File: src/rtl/kvs_req_arbiter_if.sv
// Bundles the two requester ports, the database lookup port and status for kvs_req_arbiter.
// slave = arbiter view, master = view of the surrounding Ethernet/database logic.
interface kvs_req_arbiter_if #(
    parameter int KEY_SIZE  = 96,
    parameter int FLAG_SIZE = 4,
    parameter int TAG_AW    = 3
);
    logic [KEY_SIZE-1:0]  req0_key;
    logic [FLAG_SIZE-1:0] req0_flag;
    logic                 req0_valid;
    logic                 req0_ready;
    logic                 rsp0_valid;
    logic [FLAG_SIZE-1:0] rsp0_flag;

    logic [KEY_SIZE-1:0]  req1_key;
    logic [FLAG_SIZE-1:0] req1_flag;
    logic                 req1_valid;
    logic                 req1_ready;
    logic                 rsp1_valid;
    logic [FLAG_SIZE-1:0] rsp1_flag;

    logic [KEY_SIZE-1:0]  db_key;
    logic [FLAG_SIZE-1:0] db_flag;
    logic                 db_valid;
    logic                 db_ready;
    logic                 db_out_valid;
    logic [FLAG_SIZE-1:0] db_out_flag;

    logic [TAG_AW:0]      outstanding;
    logic                 err_orphan;

    modport slave (
        input  req0_key, req0_flag, req0_valid,
        output req0_ready, rsp0_valid, rsp0_flag,
        input  req1_key, req1_flag, req1_valid,
        output req1_ready, rsp1_valid, rsp1_flag,
        output db_key, db_flag, db_valid,
        input  db_ready, db_out_valid, db_out_flag,
        output outstanding, err_orphan
    );

    modport master (
        output req0_key, req0_flag, req0_valid,
        input  req0_ready, rsp0_valid, rsp0_flag,
        output req1_key, req1_flag, req1_valid,
        input  req1_ready, rsp1_valid, rsp1_flag,
        input  db_key, db_flag, db_valid,
        output db_ready, db_out_valid, db_out_flag,
        input  outstanding, err_orphan
    );
endinterface

File: src/rtl/kvs_req_arbiter.sv
// Two-port round-robin arbiter onto the KVS lookup port; an in-order tag FIFO steers responses
// back to their issuer. Define KVS_ARB_FIXED_PRIO_EN for fixed priority (port 0 wins ties).
module kvs_req_arbiter #(
    parameter int KEY_SIZE  = 96,
    parameter int FLAG_SIZE = 4,
    parameter int TAG_DEPTH = 8,
    parameter int TAG_AW    = 3
) (
    input  logic             clk,
    input  logic             rst_n,
    kvs_req_arbiter_if.slave bus
);
    typedef enum logic {IDLE, ISSUE} state_e;

    localparam logic [TAG_AW:0] FULL = (TAG_AW+1)'(TAG_DEPTH);

    state_e               state_q, state_d;
    logic [TAG_AW:0]      count_q, count_d;
    logic [TAG_AW-1:0]    wr_ptr_q, wr_ptr_d, rd_ptr_q, rd_ptr_d;
    logic                 tag_mem_q [TAG_DEPTH];
    logic                 gnt_port_q, gnt_port_d;
    logic [KEY_SIZE-1:0]  key_q, key_d;
    logic [FLAG_SIZE-1:0] flag_q, flag_d;
    logic                 rsp0_vld_q, rsp0_vld_d, rsp1_vld_q, rsp1_vld_d;
    logic [FLAG_SIZE-1:0] rsp0_flag_q, rsp0_flag_d, rsp1_flag_q, rsp1_flag_d;
    logic                 err_q, err_d;
    logic                 can_grant, winner, push, pop, head;

`ifdef KVS_ARB_FIXED_PRIO_EN
    assign winner = ~bus.req0_valid;
`else
    logic last_q, last_d;
    // On a tie, the port that did not win last time goes next.
    assign winner = (bus.req0_valid && bus.req1_valid) ? ~last_q : bus.req1_valid;
`endif

    assign can_grant = (state_q == IDLE) && (count_q != FULL) && (bus.req0_valid || bus.req1_valid);
    assign push      = (state_q == ISSUE) && bus.db_ready;
    assign pop       = bus.db_out_valid && (count_q != '0);
    assign head      = tag_mem_q[rd_ptr_q];

    always_comb begin
        state_d     = state_q;
        count_d     = count_q;
        wr_ptr_d    = wr_ptr_q;
        rd_ptr_d    = rd_ptr_q;
        gnt_port_d  = gnt_port_q;
        key_d       = key_q;
        flag_d      = flag_q;
        rsp0_vld_d  = 1'b0;
        rsp1_vld_d  = 1'b0;
        rsp0_flag_d = rsp0_flag_q;
        rsp1_flag_d = rsp1_flag_q;
        err_d       = err_q;
`ifndef KVS_ARB_FIXED_PRIO_EN
        last_d      = last_q;
`endif
        case (state_q)
            IDLE: begin
                if (can_grant) begin
                    state_d    = ISSUE;
                    gnt_port_d = winner;
                    key_d      = winner ? bus.req1_key  : bus.req0_key;
                    flag_d     = winner ? bus.req1_flag : bus.req0_flag;
                end
            end
            ISSUE: begin
                if (bus.db_ready) begin
                    state_d  = IDLE;
                    wr_ptr_d = wr_ptr_q + 1'b1;
`ifndef KVS_ARB_FIXED_PRIO_EN
                    last_d   = gnt_port_q;
`endif
                end
            end
            default: state_d = IDLE;
        endcase

        if (pop) begin
            rd_ptr_d = rd_ptr_q + 1'b1;
            if (head) begin
                rsp1_vld_d  = 1'b1;
                rsp1_flag_d = bus.db_out_flag;
            end else begin
                rsp0_vld_d  = 1'b1;
                rsp0_flag_d = bus.db_out_flag;
            end
        end
        if (bus.db_out_valid && (count_q == '0)) begin
            err_d = 1'b1;
        end

        case ({push, pop})
            2'b10:   count_d = count_q + 1'b1;
            2'b01:   count_d = count_q - 1'b1;
            default: count_d = count_q;
        endcase
    end

    always_ff @(posedge clk) begin
        if (!rst_n) begin
            state_q     <= IDLE;
            count_q     <= '0;
            wr_ptr_q    <= '0;
            rd_ptr_q    <= '0;
            gnt_port_q  <= 1'b0;
            key_q       <= '0;
            flag_q      <= '0;
            rsp0_vld_q  <= 1'b0;
            rsp1_vld_q  <= 1'b0;
            rsp0_flag_q <= '0;
            rsp1_flag_q <= '0;
            err_q       <= 1'b0;
`ifndef KVS_ARB_FIXED_PRIO_EN
            last_q      <= 1'b1;
`endif
        end else begin
            state_q     <= state_d;
            count_q     <= count_d;
            wr_ptr_q    <= wr_ptr_d;
            rd_ptr_q    <= rd_ptr_d;
            gnt_port_q  <= gnt_port_d;
            key_q       <= key_d;
            flag_q      <= flag_d;
            rsp0_vld_q  <= rsp0_vld_d;
            rsp1_vld_q  <= rsp1_vld_d;
            rsp0_flag_q <= rsp0_flag_d;
            rsp1_flag_q <= rsp1_flag_d;
            err_q       <= err_d;
`ifndef KVS_ARB_FIXED_PRIO_EN
            last_q      <= last_d;
`endif
        end
    end

    // Tag storage needs no reset: entries are only read below the count.
    always_ff @(posedge clk) begin
        if (push) begin
            tag_mem_q[wr_ptr_q] <= gnt_port_q;
        end
    end

    assign bus.req0_ready  = can_grant && !winner;
    assign bus.req1_ready  = can_grant && winner;
    assign bus.db_valid    = (state_q == ISSUE);
    assign bus.db_key      = key_q;
    assign bus.db_flag     = flag_q;
    assign bus.rsp0_valid  = rsp0_vld_q;
    assign bus.rsp0_flag   = rsp0_flag_q;
    assign bus.rsp1_valid  = rsp1_vld_q;
    assign bus.rsp1_flag   = rsp1_flag_q;
    assign bus.outstanding = count_q;
    assign bus.err_orphan  = err_q;
endmodule

File: src/flat_wrapper.sv
// flat-port wrapper written by rule: the top's interface ports become plain ports
module kvs_req_arbiter_flat 
#(
    parameter int KEY_SIZE  = 96,
    parameter int FLAG_SIZE = 4,
    parameter int TAG_DEPTH = 8,
    parameter int TAG_AW    = 3
)
  (clk, rst_n, bus_req0_key, bus_req0_flag, bus_req0_valid, bus_req0_ready, bus_rsp0_valid, bus_rsp0_flag, bus_req1_key, bus_req1_flag, bus_req1_valid, bus_req1_ready, bus_rsp1_valid, bus_rsp1_flag, bus_db_key, bus_db_flag, bus_db_valid, bus_db_ready, bus_db_out_valid, bus_db_out_flag, bus_outstanding, bus_err_orphan);
  kvs_req_arbiter_if #(.KEY_SIZE(KEY_SIZE), .FLAG_SIZE(FLAG_SIZE), .TAG_AW(TAG_AW)) bus_i ();
  input  logic clk;
  input  logic rst_n;
  input wire logic [$bits(bus_i.req0_key)-1:0] bus_req0_key;
  input wire logic [$bits(bus_i.req0_flag)-1:0] bus_req0_flag;
  input wire logic [$bits(bus_i.req0_valid)-1:0] bus_req0_valid;
  output wire logic [$bits(bus_i.req0_ready)-1:0] bus_req0_ready;
  output wire logic [$bits(bus_i.rsp0_valid)-1:0] bus_rsp0_valid;
  output wire logic [$bits(bus_i.rsp0_flag)-1:0] bus_rsp0_flag;
  input wire logic [$bits(bus_i.req1_key)-1:0] bus_req1_key;
  input wire logic [$bits(bus_i.req1_flag)-1:0] bus_req1_flag;
  input wire logic [$bits(bus_i.req1_valid)-1:0] bus_req1_valid;
  output wire logic [$bits(bus_i.req1_ready)-1:0] bus_req1_ready;
  output wire logic [$bits(bus_i.rsp1_valid)-1:0] bus_rsp1_valid;
  output wire logic [$bits(bus_i.rsp1_flag)-1:0] bus_rsp1_flag;
  output wire logic [$bits(bus_i.db_key)-1:0] bus_db_key;
  output wire logic [$bits(bus_i.db_flag)-1:0] bus_db_flag;
  output wire logic [$bits(bus_i.db_valid)-1:0] bus_db_valid;
  input wire logic [$bits(bus_i.db_ready)-1:0] bus_db_ready;
  input wire logic [$bits(bus_i.db_out_valid)-1:0] bus_db_out_valid;
  input wire logic [$bits(bus_i.db_out_flag)-1:0] bus_db_out_flag;
  output wire logic [$bits(bus_i.outstanding)-1:0] bus_outstanding;
  output wire logic [$bits(bus_i.err_orphan)-1:0] bus_err_orphan;
  assign bus_i.req0_key = bus_req0_key;
  assign bus_i.req0_flag = bus_req0_flag;
  assign bus_i.req0_valid = bus_req0_valid;
  assign bus_req0_ready = bus_i.req0_ready;
  assign bus_rsp0_valid = bus_i.rsp0_valid;
  assign bus_rsp0_flag = bus_i.rsp0_flag;
  assign bus_i.req1_key = bus_req1_key;
  assign bus_i.req1_flag = bus_req1_flag;
  assign bus_i.req1_valid = bus_req1_valid;
  assign bus_req1_ready = bus_i.req1_ready;
  assign bus_rsp1_valid = bus_i.rsp1_valid;
  assign bus_rsp1_flag = bus_i.rsp1_flag;
  assign bus_db_key = bus_i.db_key;
  assign bus_db_flag = bus_i.db_flag;
  assign bus_db_valid = bus_i.db_valid;
  assign bus_i.db_ready = bus_db_ready;
  assign bus_i.db_out_valid = bus_db_out_valid;
  assign bus_i.db_out_flag = bus_db_out_flag;
  assign bus_outstanding = bus_i.outstanding;
  assign bus_err_orphan = bus_i.err_orphan;
  kvs_req_arbiter #(.KEY_SIZE(KEY_SIZE), .FLAG_SIZE(FLAG_SIZE), .TAG_DEPTH(TAG_DEPTH), .TAG_AW(TAG_AW)) u_core (.clk(clk), .rst_n(rst_n), .bus(bus_i));
endmodule
File: config.mk
export PLATFORM = sky130hd
export DESIGN_NAME = kvs_req_arbiter_flat
export DESIGN_NICKNAME = d
export VERILOG_FILES = /design/src/rtl/kvs_req_arbiter_if.sv /design/src/rtl/kvs_req_arbiter.sv /design/src/flat_wrapper.sv
export SDC_FILE = /design/constraint.sdc
export NUM_CORES = 1
export LEC_CHECK = 0
export CORE_AREA = 2 2 139 127
export CTS_BUF_LIST = sky130_fd_sc_hd__clkbuf_4
export DETAILED_ROUTE_END_ITERATION = 10
export DIE_AREA = 0 0 141 129
export GPL_TIMING_DRIVEN = 0
export PLACE_DENSITY = 0.78
export SLEW_MARGIN = 10
export SYNTH_ARGS = -nofsm -noshare
export SYNTH_HDL_FRONTEND = slang
export SYNTH_SLANG_ARGS = --single-unit
File: constraint.sdc
create_clock -name clk -period 2.12 [get_ports clk]
set_clock_uncertainty 0.05 [all_clocks]
set_input_delay 0.636 -clock clk [delete_from_list [all_inputs] [get_ports clk]]
set_output_delay 0.636 -clock clk [all_outputs]
set_load 0.1 [all_outputs]
==> impl_metrics.env, run 1 <==
export IMPL_dp_cells=1154
export IMPL_pin_count=328
export IMPL_avgSynthCellArea_um2=9.63
export IMPL_first_global_vias=6452
export IMPL_yosys_warnings=0
export IMPL_maxCapViolations=0
export IMPL_clock_sinks=135
export IMPL_leakage_nw=3.96
export IMPL_worst_slew_pin_transition_ps=982
export IMPL_setup_viol=5
export IMPL_htree_levels=4
export IMPL_drt_wl_total_mm=24.0
export IMPL_drtAntennaViolNets=0
export IMPL_critPathArrivalTime_ps=1790
export IMPL_crit_fanout=10
export IMPL_synth_compound_area_share_pct=31.6
export IMPL_syn_to_final_growth_pct=61.5
export IMPL_antenna_found_initial=1
export IMPL_slew_headroom_pct=34.8
export IMPL_synth_xor_area_share_pct=1.03
export IMPL_cp_required_ps=1430
export IMPL_synth_edf_count=8
export IMPL_critPathCaptureType="output port"
export IMPL_report_final_hold_viol_count=0
export IMPL_place_hpwl_mm=17.4
export IMPL_whs_ps=415
export IMPL_synthSimpleGateAreaFrac_pct=11.5
export IMPL_setup_ws_ps=-352
export IMPL_synth_cell_types=37
export IMPL_vias=6591
export IMPL_worstSetupPathType="in -> out"
export IMPL_fin_area_um2=9580
export IMPL_syn_nets=831
export IMPL_grt_max_degree=17
export IMPL_start_util_pct=35.5
export IMPL_yosysTopAreaCell="dfxtp_1"
export IMPL_overflow=0
export IMPL_final_util_pct=57.3
export IMPL_ys_ff_latch=135
export IMPL_ys_seq_area_share_pct=46.9
export IMPL_ctsHoldBuffers=0
export IMPL_die_area_um2=18200
export IMPL_die_w_um=141
export IMPL_wl_per_cell_um=20.0
export IMPL_reg2regPathDepth=11
export IMPL_p_total_mw=10.1
export IMPL_synthFlopType="dfxtp_1"
export IMPL_drt_iter0_markers=394
export IMPL_synthAdderAreaFrac_pct=1.05
export IMPL_via_per_inst=5.49
export IMPL_root_buffer="clkbuf_4"
export IMPL_drtPass1Iterations=4
export IMPL_synthTopCellsByArea="dfxtp_1, a32o_1, a22oi_1"
export IMPL_coreArea_um2=16700
export IMPL_pwr_density_cell_nw_per_um2=1060
export IMPL_clk_pin_slew_ps=120
export IMPL_numPortBuffers=327
export IMPL_hold_depth=2
export IMPL_finalNetCount=1191
export IMPL_peakVddDrop_uv=707
export IMPL_top_layer_used="met4"
export IMPL_outcome="finished, violations left"
export IMPL_core_rowCount=45
export IMPL_syn_inst=616
export IMPL_cts_buffers=17
export IMPL_ys_async_sr_fraction_pct=0
export IMPL_period_minus_slack_ps=2470
export IMPL_drc=0
export IMPL_maxSlewViolCount=0
export IMPL_clkLatencyLatePin_ps=550
export IMPL_drive_above_1_share_pct=21.9
export IMPL_die_h_um=129
export IMPL_final_cell_count_no_fill=1201
export IMPL_cts_tree="yes"
export IMPL_rsz0062_at_grt="yes"
export IMPL_grt_util_all_layers_pct=25.4
export IMPL_grt_pass1_wl_mm=35.4
export IMPL_fmax_mhz=405
export IMPL_met1_length_mm=10.3
export IMPL_violations="setup timing"
export IMPL_worstHoldPathType="reg -> reg"
export IMPL_met2_length_mm=11.5
export IMPL_cts_max_path_buffers=2
export IMPL_synth_top_area_share_pct=42.8
export IMPL_synth_area_mux_share_pct=2.19
export IMPL_dr_wl_met3_mm=1.77
export IMPL_post_route_period_util_pct=117
export IMPL_syn_area_um2=5930
export IMPL_gp_congestion=0.851
export IMPL_placed_area_um2=9530
export IMPL_start_kind="input pin"
export IMPL_synth_top_family_by_area="compound AO/OA/AOI/OAI gates"
flip-flops by register name (all words and copies together) (netlist names), named ones only:
name	flops
u_core.bus.err_orphan	1
u_core.bus.rsp0_valid	1
u_core.last_q	1
u_core.bus.db_key	96
u_core.bus.db_valid	1
u_core.bus.outstanding	4
u_core.rd_ptr_q	3
u_core.bus.rsp1_valid	1
u_core.gnt_port_q	1
u_core.bus.rsp1_flag	4
u_core.wr_ptr_q	3
u_core.bus.db_flag	4
u_core.tag_mem_q	8
u_core.bus.rsp0_flag	4
cell type report:
type                            count  area [um2]
Fill cell                        1522        7140
Timing Repair Buffer              346        2910
Inverter                            3        11.3
Sequential cell                   135        2800
Clock inverter                     13         180
Multi-Input combinational cell    406        2910
Antenna cell                        1        2.50
Buffer                             67         362
Tap cell                          211         264
Clock buffer                       19         143
cell usage after synthesis (2+ instances only):
library cell	count
dfxtp_1	127
nor3_1	4
and2_1	2
buf_6	3
xor2_1	6
buf_4	4
inv_2	2
a32o_1	100
a21oi_1	7
nand3_1	8
clkbuf_1	45
edfxtp_1	8
o21ai_0	3
mux2i_1	13
ha_1	5
buf_2	17
buf_1	3
nand2_1	19
nor2_1	117
nor2b_1	2
nand2b_1	4
a22oi_1	102
logic make-up after synthesis:
logic type | after synthesis
mux | 13
compound gates | 218
flops | 135
xor+xnor | 7
simple gates | 163
buf+inv | 75
fa+ha+maj | 5
worst max-delay path: stages:
cell           delay [ps]
dlygate4sd2_1         290
a21boi_4              260
buf_12                130
buf_6                 140
and2_4                160
buf_12                170
repair_timing:
| action | CTS | global route |
|---|---|---|
| endpoints found under the setup margin | 222 | 53 |
| resized for setup | 627 | 21 |
| pin swaps | 6 | 7 |
| buffers inserted | 13 | 6 |
layer usage:
metal | global-route usage (%) | up-vias
met5 | 0 | -
met4 | 7.47 | 0
met3 | 7.67 | 38
met2 | 43.0 | 308
met1 | 31.4 | 3139
li1 | - | 3106
stage by stage:
stage               setup TNS (ps)  setup WS, ps
global route                 -1690          -464
floorplan                    -1290          -390
CTS                          -1440          -488
detailed placement          -97700         -2480
global placement            -87430         -2350
finish                       -1260          -352
layout by cell type (no fill, tap or decap), types with 3 or more instances in the layout:
cell type	Yosys	layout
nand2b_1	4	3
buf_4	4	19
dlygate4sd2_1	0	3
a21oi_1	7	4
dfxtp_4	0	3
nor3_1	4	4
bufinv_16	0	4
clkdlybuf4s50_1	0	207
nand2_1	19	18
buf_6	3	11
clkinv_4	0	3
buf_12	0	3
buf_2	17	114
nor2_1	117	116
clkbuf_4	0	30
inv_2	2	3
edfxtp_1	8	8
mux2i_1	13	13
ha_1	5	3
dfxtp_1	127	122
nand3_1	8	8
a22oi_1	102	102
xor2_1	6	6
clkbuf_1	45	39
a32o_1	100	100
clkbuf_2	0	3
power by group:
group	switching [mW]	total (mW)	internal, mW
Sequential	0.206	3.11	2.91
Combinational	3.58	5.08	1.51
Clock	0.989	1.95	0.960
Total	4.77	10.1	5.37
final timing paths:
kind	slack [ps]	startpoint	endpoint
setup / recovery	-350	bus_req1_valid	bus_req1_ready
hold / removal	410	u_core.bus.rsp0_flag[0]	u_core.bus.rsp0_flag[0]
setup reg to reg	-150	u_core.bus.outstanding[1]	u_core.bus.outstanding[2]
hold reg to reg	410	u_core.bus.rsp0_flag[0]	u_core.bus.rsp0_flag[0]
Note: power is estimated with default switching activity, not from simulation.
==> inputs of run 2 (changes only) <==
--- a/config.mk
+++ b/config.mk
@@ -5,12 +5,11 @@
 export SDC_FILE = /design/constraint.sdc
 export NUM_CORES = 1
 export LEC_CHECK = 0
-export CORE_AREA = 2 2 139 127
-export CTS_BUF_LIST = sky130_fd_sc_hd__clkbuf_4
+export CORE_AREA = 2 2 141 129
 export DETAILED_ROUTE_END_ITERATION = 10
-export DIE_AREA = 0 0 141 129
+export DIE_AREA = 0 0 143 131
 export GPL_TIMING_DRIVEN = 0
-export PLACE_DENSITY = 0.78
+export PLACE_DENSITY = 0.76
 export SLEW_MARGIN = 10
 export SYNTH_ARGS = -nofsm -noshare
 export SYNTH_HDL_FRONTEND = slang
==> constraint.sdc (replaced) <==
create_clock -name clk -period 2.12 [get_ports clk]
set_clock_uncertainty 0.05 [all_clocks]
set_input_delay 0.424 -clock clk [delete_from_list [all_inputs] [get_ports clk]]
set_output_delay 0.424 -clock clk [all_outputs]
set_load 0.005 [all_outputs]
==> impl_metrics.env, run 2 (synthesis results as in run 1) <==
export IMPL_outcome="finished, violations left"
export IMPL_violations="setup timing"
export IMPL_swShare_pct=29.0
export IMPL_peakVddDrop_uv=557
export IMPL_dp_cells=1183
export IMPL_rsz0062_at_grt="yes"
export IMPL_cts_max_path_buffers=2
export IMPL_grt_util_all_layers_pct=24.8
export IMPL_worst_slew_pin_transition_ps=735
export IMPL_finalNetCount=1190
export IMPL_ctsHoldBuffers=0
export IMPL_final_cell_mix="clkdlybuf4s50_1, dfxtp_1, nor2_1, a22oi_1, a32o_1"
export IMPL_gp_congestion=0.820
export IMPL_clkLatencyLatePin_ps=410
export IMPL_start_kind="flop"
export IMPL_drtAntennaViolNets=0
export IMPL_final_util_pct=60.1
export IMPL_first_global_vias=6434
export IMPL_drt_iter0_markers=390
export IMPL_p_int_mw=6.66
export IMPL_clock_sinks=135
export IMPL_core_rowCount=46
export IMPL_final_setup_tns_ps=-139
export IMPL_final_cell_count_no_fill=1228
export IMPL_overflow=0
export IMPL_post_route_period_util_pct=105
export IMPL_start_util_pct=34.3
export IMPL_setup_ws_ps=-110
export IMPL_pin_count=328
export IMPL_coreArea_um2=17300
export IMPL_grt_max_degree=17
export IMPL_cts_buffers=17
export IMPL_root_buffer="clkbuf_16"
export IMPL_regArea_um2=2790
export IMPL_slew_headroom_pct=51.0
export IMPL_setup_viol=3
export IMPL_largest_reg_flops=96
export IMPL_drtPass1Iterations=5
export IMPL_fmax_mhz=448
export IMPL_clk_pin_slew_ps=60
export IMPL_worstSetupPathType="reg -> reg"
export IMPL_drt_wl_total_mm=24.1
export IMPL_crit_family="compound AO/OA/AOI/OAI gates"
export IMPL_maxCapViolations=0
export IMPL_p_comb_share_pct=34.1
export IMPL_nFillCells=1511
export IMPL_grt_pass1_wl_mm=35.3
export IMPL_drc=0
export IMPL_cpMostUsedCell="xor2_1"
export IMPL_place_hpwl_mm=17.6
export IMPL_critPathArrivalTime_ps=2520
export IMPL_cp_required_ps=2410
export IMPL_worstHoldPathType="reg -> reg"
export IMPL_crit_buf_inv=2
export IMPL_place_ws_ps=-1390
export IMPL_crit_fanout=4
export IMPL_path_cells="buf_6 -> o41ai_4 -> inv_2 -> ha_4 -> xor2_1 -> ha_2 -> a21oi_2 -> xor2_1 -> or3_1 -> a21oi_1"
export IMPL_via_per_inst=5.28
export IMPL_report_final_hold_viol_count=0
export IMPL_maxSlewViolCount=0
export IMPL_final_common_cell="clkdlybuf4s50_1"
export IMPL_crit_slowest_cell="o41ai_4"
export IMPL_syn_to_final_growth_pct=75.4
export IMPL_die_h_um=131
export IMPL_clkPwrFrac_pct=32.6
export IMPL_power_frac_seq_pct=33.3
export IMPL_multi_input_area_um2=2920
export IMPL_wl_per_cell_um=19.7
export IMPL_die_w_um=143
export IMPL_vias=6483
export IMPL_antenna_found_initial=2
export IMPL_leakage_nw=3.87
export IMPL_period_minus_slack_ps=2230
export IMPL_die_area_um2=18700
export IMPL_critPathCaptureType="flop"
export IMPL_max_stage_delay_ps=370
export IMPL_cts_tree="yes"
export IMPL_htree_levels=4
export IMPL_switching_power_mw=2.72
export IMPL_numPortBuffers=327
export IMPL_drive_above_1_share_pct=9.63
export IMPL_pwr_density_cell_nw_per_um2=901
## run 2: worst register-to-register path, cell delays in order, from the launching register on
cell	delay [ps]
dfxtp_4	360
buf_6	130
o41ai_4	370
inv_2	120
ha_4	190
xor2_1	130
ha_2	190
a21oi_2	40
xor2_1	140
or3_1	310
a21oi_1	130
## run 2: path summary, 6_finish.rpt
path                                                 from                        end  slack (ps)  cells past startpoint
worst max register to register  u_core.bus.outstanding[0]  u_core.bus.outstanding[2]        -110                     10
worst max-delay path            u_core.bus.outstanding[0]  u_core.bus.outstanding[2]        -110                     10
worst min register to register    u_core.bus.rsp1_flag[1]    u_core.bus.rsp1_flag[1]         410                      2
worst min-delay path              u_core.bus.rsp1_flag[1]    u_core.bus.rsp1_flag[1]         410                      2
## run 2: per-stage QoR
stage               hold WS [ps]  cell area [um2]  power, mW
global route                 433            10400       9.83
detailed placement           398             9540       5.98
CTS                          410            10400       9.32
global placement             392             9540       5.94
floorplan                    401             5970       4.52
finish                       410            10400       9.38
## run 2: cell type report
class,instances,area share [%]
flip-flops and latches,135,26.8
diodes,1,0.0240
multi-input cells,406,28.1
inverters,3,0.108
well taps,240,2.88
clock inverters,8,1.41
clock buffers,23,4.40
plain buffers,65,3.25
repair buffers,347,33.0
## run 2: power by group through the flow
stage	clock network [mW]	registers (mW)	logic [mW]
floorplan	0	3.17	1.35
global placement	0	3.16	2.79
detailed placement	0	3.17	2.81
CTS	3.10	3.12	3.10
global route	3.22	3.16	3.45
finish	3.06	3.12	3.20
## run 2: timing repair
item / in CTS / in global routing
cloned: 0 / 0
buffers inserted: 18 / 2
endpoints found under the setup margin: 87 / 35
resized for setup: 39 / 14
pin swaps: 5 / 8
## run 2: per-layer routing
layer,GRT usage (%),up-vias,wire (um)
met5,0,-,13
met4,6.70,2,433
met3,8.27,32,2050
met2,43.1,262,11800
met1,29.5,3095,9830
li1,-,3092,-
==> inputs of run 3 (changes only) <==
--- a/config.mk
+++ b/config.mk
@@ -6,10 +6,12 @@
 export NUM_CORES = 1
 export LEC_CHECK = 0
 export CORE_AREA = 2 2 141 129
+export CTS_CLUSTER_SIZE = 40
 export DETAILED_ROUTE_END_ITERATION = 10
 export DIE_AREA = 0 0 143 131
 export GPL_TIMING_DRIVEN = 0
 export PLACE_DENSITY = 0.76
+export SETUP_SLACK_MARGIN = 0.4
 export SLEW_MARGIN = 10
 export SYNTH_ARGS = -nofsm -noshare
 export SYNTH_HDL_FRONTEND = slang
==> impl_metrics.env, run 3 (synthesis results as in run 1) <==
export IMPL_peakVddDrop_uv=566
export IMPL_core_rowCount=46
export IMPL_wl_per_cell_um=20.2
export IMPL_clk_pin_slew_ps=60
export IMPL_ctsHoldBuffers=0
export IMPL_clkLatencyLatePin_ps=430
export IMPL_cts_tree="yes"
export IMPL_start_kind="flop"
export IMPL_htree_levels=4
export IMPL_report_final_hold_viol_count=0
export IMPL_numPortBuffers=327
export IMPL_grt_util_all_layers_pct=24.6
export IMPL_r2r_end="u_core.bus.outstanding[2]"
export IMPL_cp_required_ps=2420
export IMPL_reg2regPathDepth=10
export IMPL_drt_iter0_markers=349
export IMPL_setup_ws_ps=-126
export IMPL_cts_max_path_buffers=2
export IMPL_final_common_cell="clkdlybuf4s50_1"
export IMPL_diodes=0
export IMPL_regArea_um2=2800
export IMPL_final_cell_count_no_fill=1246
export IMPL_multi_input_area_um2=3320
export IMPL_drive_above_1_share_pct=22.8
export IMPL_vias=6683
export IMPL_setup_viol=4
export IMPL_die_h_um=131
export IMPL_coreArea_um2=17300
export IMPL_pin_count=328
export IMPL_critPathArrivalTime_ps=2550
export IMPL_root_buffer="clkbuf_16"
export IMPL_grt_max_degree=17
export IMPL_min_delay_start="u_core.bus.rsp0_flag[2]"
export IMPL_dp_cells=1183
export IMPL_final_cell_mix="clkdlybuf4s50_1, dfxtp_1, nor2_1, dlygate4sd2_1, a32o_1"
export IMPL_hold_end="u_core.bus.rsp0_flag[2]"
export IMPL_grt_pass1_wl_mm=34.9
export IMPL_leakage_nw=4.59
export IMPL_maxSlewViolCount=0
export IMPL_syn_to_final_growth_pct=86.9
export IMPL_finalNetCount=1208
export IMPL_crit_slowest_cell="dfxtp_4"
export IMPL_worstSetupPathType="reg -> reg"
export IMPL_critPathCaptureType="flop"
export IMPL_antenna_found_initial=0
export IMPL_cts_buffers=17
export IMPL_whs_ps=410
export IMPL_violations="setup timing"
export IMPL_clock_sinks=135
export IMPL_fmax_mhz=445
export IMPL_drtAntennaViolNets=0
export IMPL_max_stage_delay_ps=350
export IMPL_rsz0062_at_grt="yes"
export IMPL_start_util_pct=34.3
export IMPL_drtPass1Iterations=5
export IMPL_worst_slew_pin_transition_ps=628
export IMPL_post_route_period_util_pct=106
export IMPL_drc=0
export IMPL_cp_startpoint="u_core.bus.outstanding[0]"
export IMPL_first_global_vias=6200
export IMPL_overflow=0
export IMPL_die_w_um=143
export IMPL_placed_area_um2=9570
export IMPL_hold_depth=2
export IMPL_crit_fanout=4
export IMPL_worstHoldPathType="reg -> reg"
export IMPL_path_cells="buf_6 -> o41ai_4 -> inv_2 -> ha_4 -> xor2_2 -> ha_2 -> a21oi_2 -> xor2_1 -> or3_1 -> a21oi_1"
export IMPL_ff2ff_setup_slack_ps=-130
export IMPL_gp_congestion=0.826
export IMPL_fin_area_um2=11100
export IMPL_nFillCells=1461
export IMPL_maxCapViolations=0
export IMPL_largest_reg_flops=96
export IMPL_die_area_um2=18700
export IMPL_p_total_mw=9.97
export IMPL_outcome="finished, violations left"
export IMPL_via_per_inst=5.36
export IMPL_timing_rr_start="u_core.bus.outstanding[0]"
export IMPL_place_hpwl_mm=17.3
export IMPL_drt_wl_total_mm=25.2
export IMPL_slew_headroom_pct=58.2
export IMPL_period_minus_slack_ps=2250
export IMPL_pwr_density_cell_nw_per_um2=899
[run 3: routing by layer]
| metal | up-vias | global-route usage (%) | share of wire (%) |
|---|---|---|---|
| met5 | - | 0 | 0 |
| met4 | 0 | 6.76 | 1.6 |
| met3 | 26 | 6.56 | 7.5 |
| met2 | 278 | 42.0 | 50 |
| met1 | 3237 | 30.7 | 41 |
| li1 | 3142 | - | - |
[run 3: area by class of cell]
| type | count | area share, % |
|---|---|---|
| Timing Repair Buffer | 358 | 31.6 |
| Inverter | 3 | 0.101 |
| Multi-Input combinational cell | 406 | 29.9 |
| Clock buffer | 20 | 4.31 |
| Buffer | 72 | 4.87 |
| Tap cell | 240 | 2.71 |
| Sequential cell | 135 | 25.3 |
| Clock inverter | 12 | 1.24 |
[run 3: stage by stage]
stage	setup WS [ps]	util [%]	TNS (ps)
after floorplan	20.8	-	0
after global placement	-1310	55.3	-62960
after detailed placement	-1290	55.3	-65630
after CTS	-118	59.5	-217
after global routing	-209	64.0	-594
final	-126	64.0	-321
[run 3: worst max-delay path, delay by kind of cell (launching register included)]
kind	cells	cell delay (ps)
adders and majority gates	2	380
and+or+nand+nor	1	300
DFF	1	350
AOI/OAI and AO/OA	3	570
buffers and inverters	2	260
xor gates and xnor gates	2	250
[run 3: where the power goes]
part / switching, mW / total, mW / internal, mW
clock network: 1.21 / 3.09 / 1.88
logic: 1.72 / 3.73 / 2.02
registers: 0.235 / 3.15 / 2.91
total: 3.16 / 9.97 / 6.81
[run 3: how the worst max path moves through the flow]
stage	endpoint	slack, ps	cells after the start
2_1_floorplan	u_core.bus.outstanding[3]	20	8
3_3_place_gp	bus_req1_ready	-1310	6
3_5_place_dp	bus_req1_ready	-1290	6
4_1_cts	u_core.bus.outstanding[2]	-120	11
5_1_grt	u_core.bus.outstanding[2]	-210	10
6_report	u_core.bus.outstanding[2]	-130	10
[run 3: repair_timing]
item / 4_1_cts / 5_1_grt
endpoints found under the setup margin: 225 / 108
setup buffers: 15 / 10
cloned: 0 / 6
gates resized for setup: 186 / 161
endpoints found under the hold margin: 0 / 0
pin swaps: 14 / 28
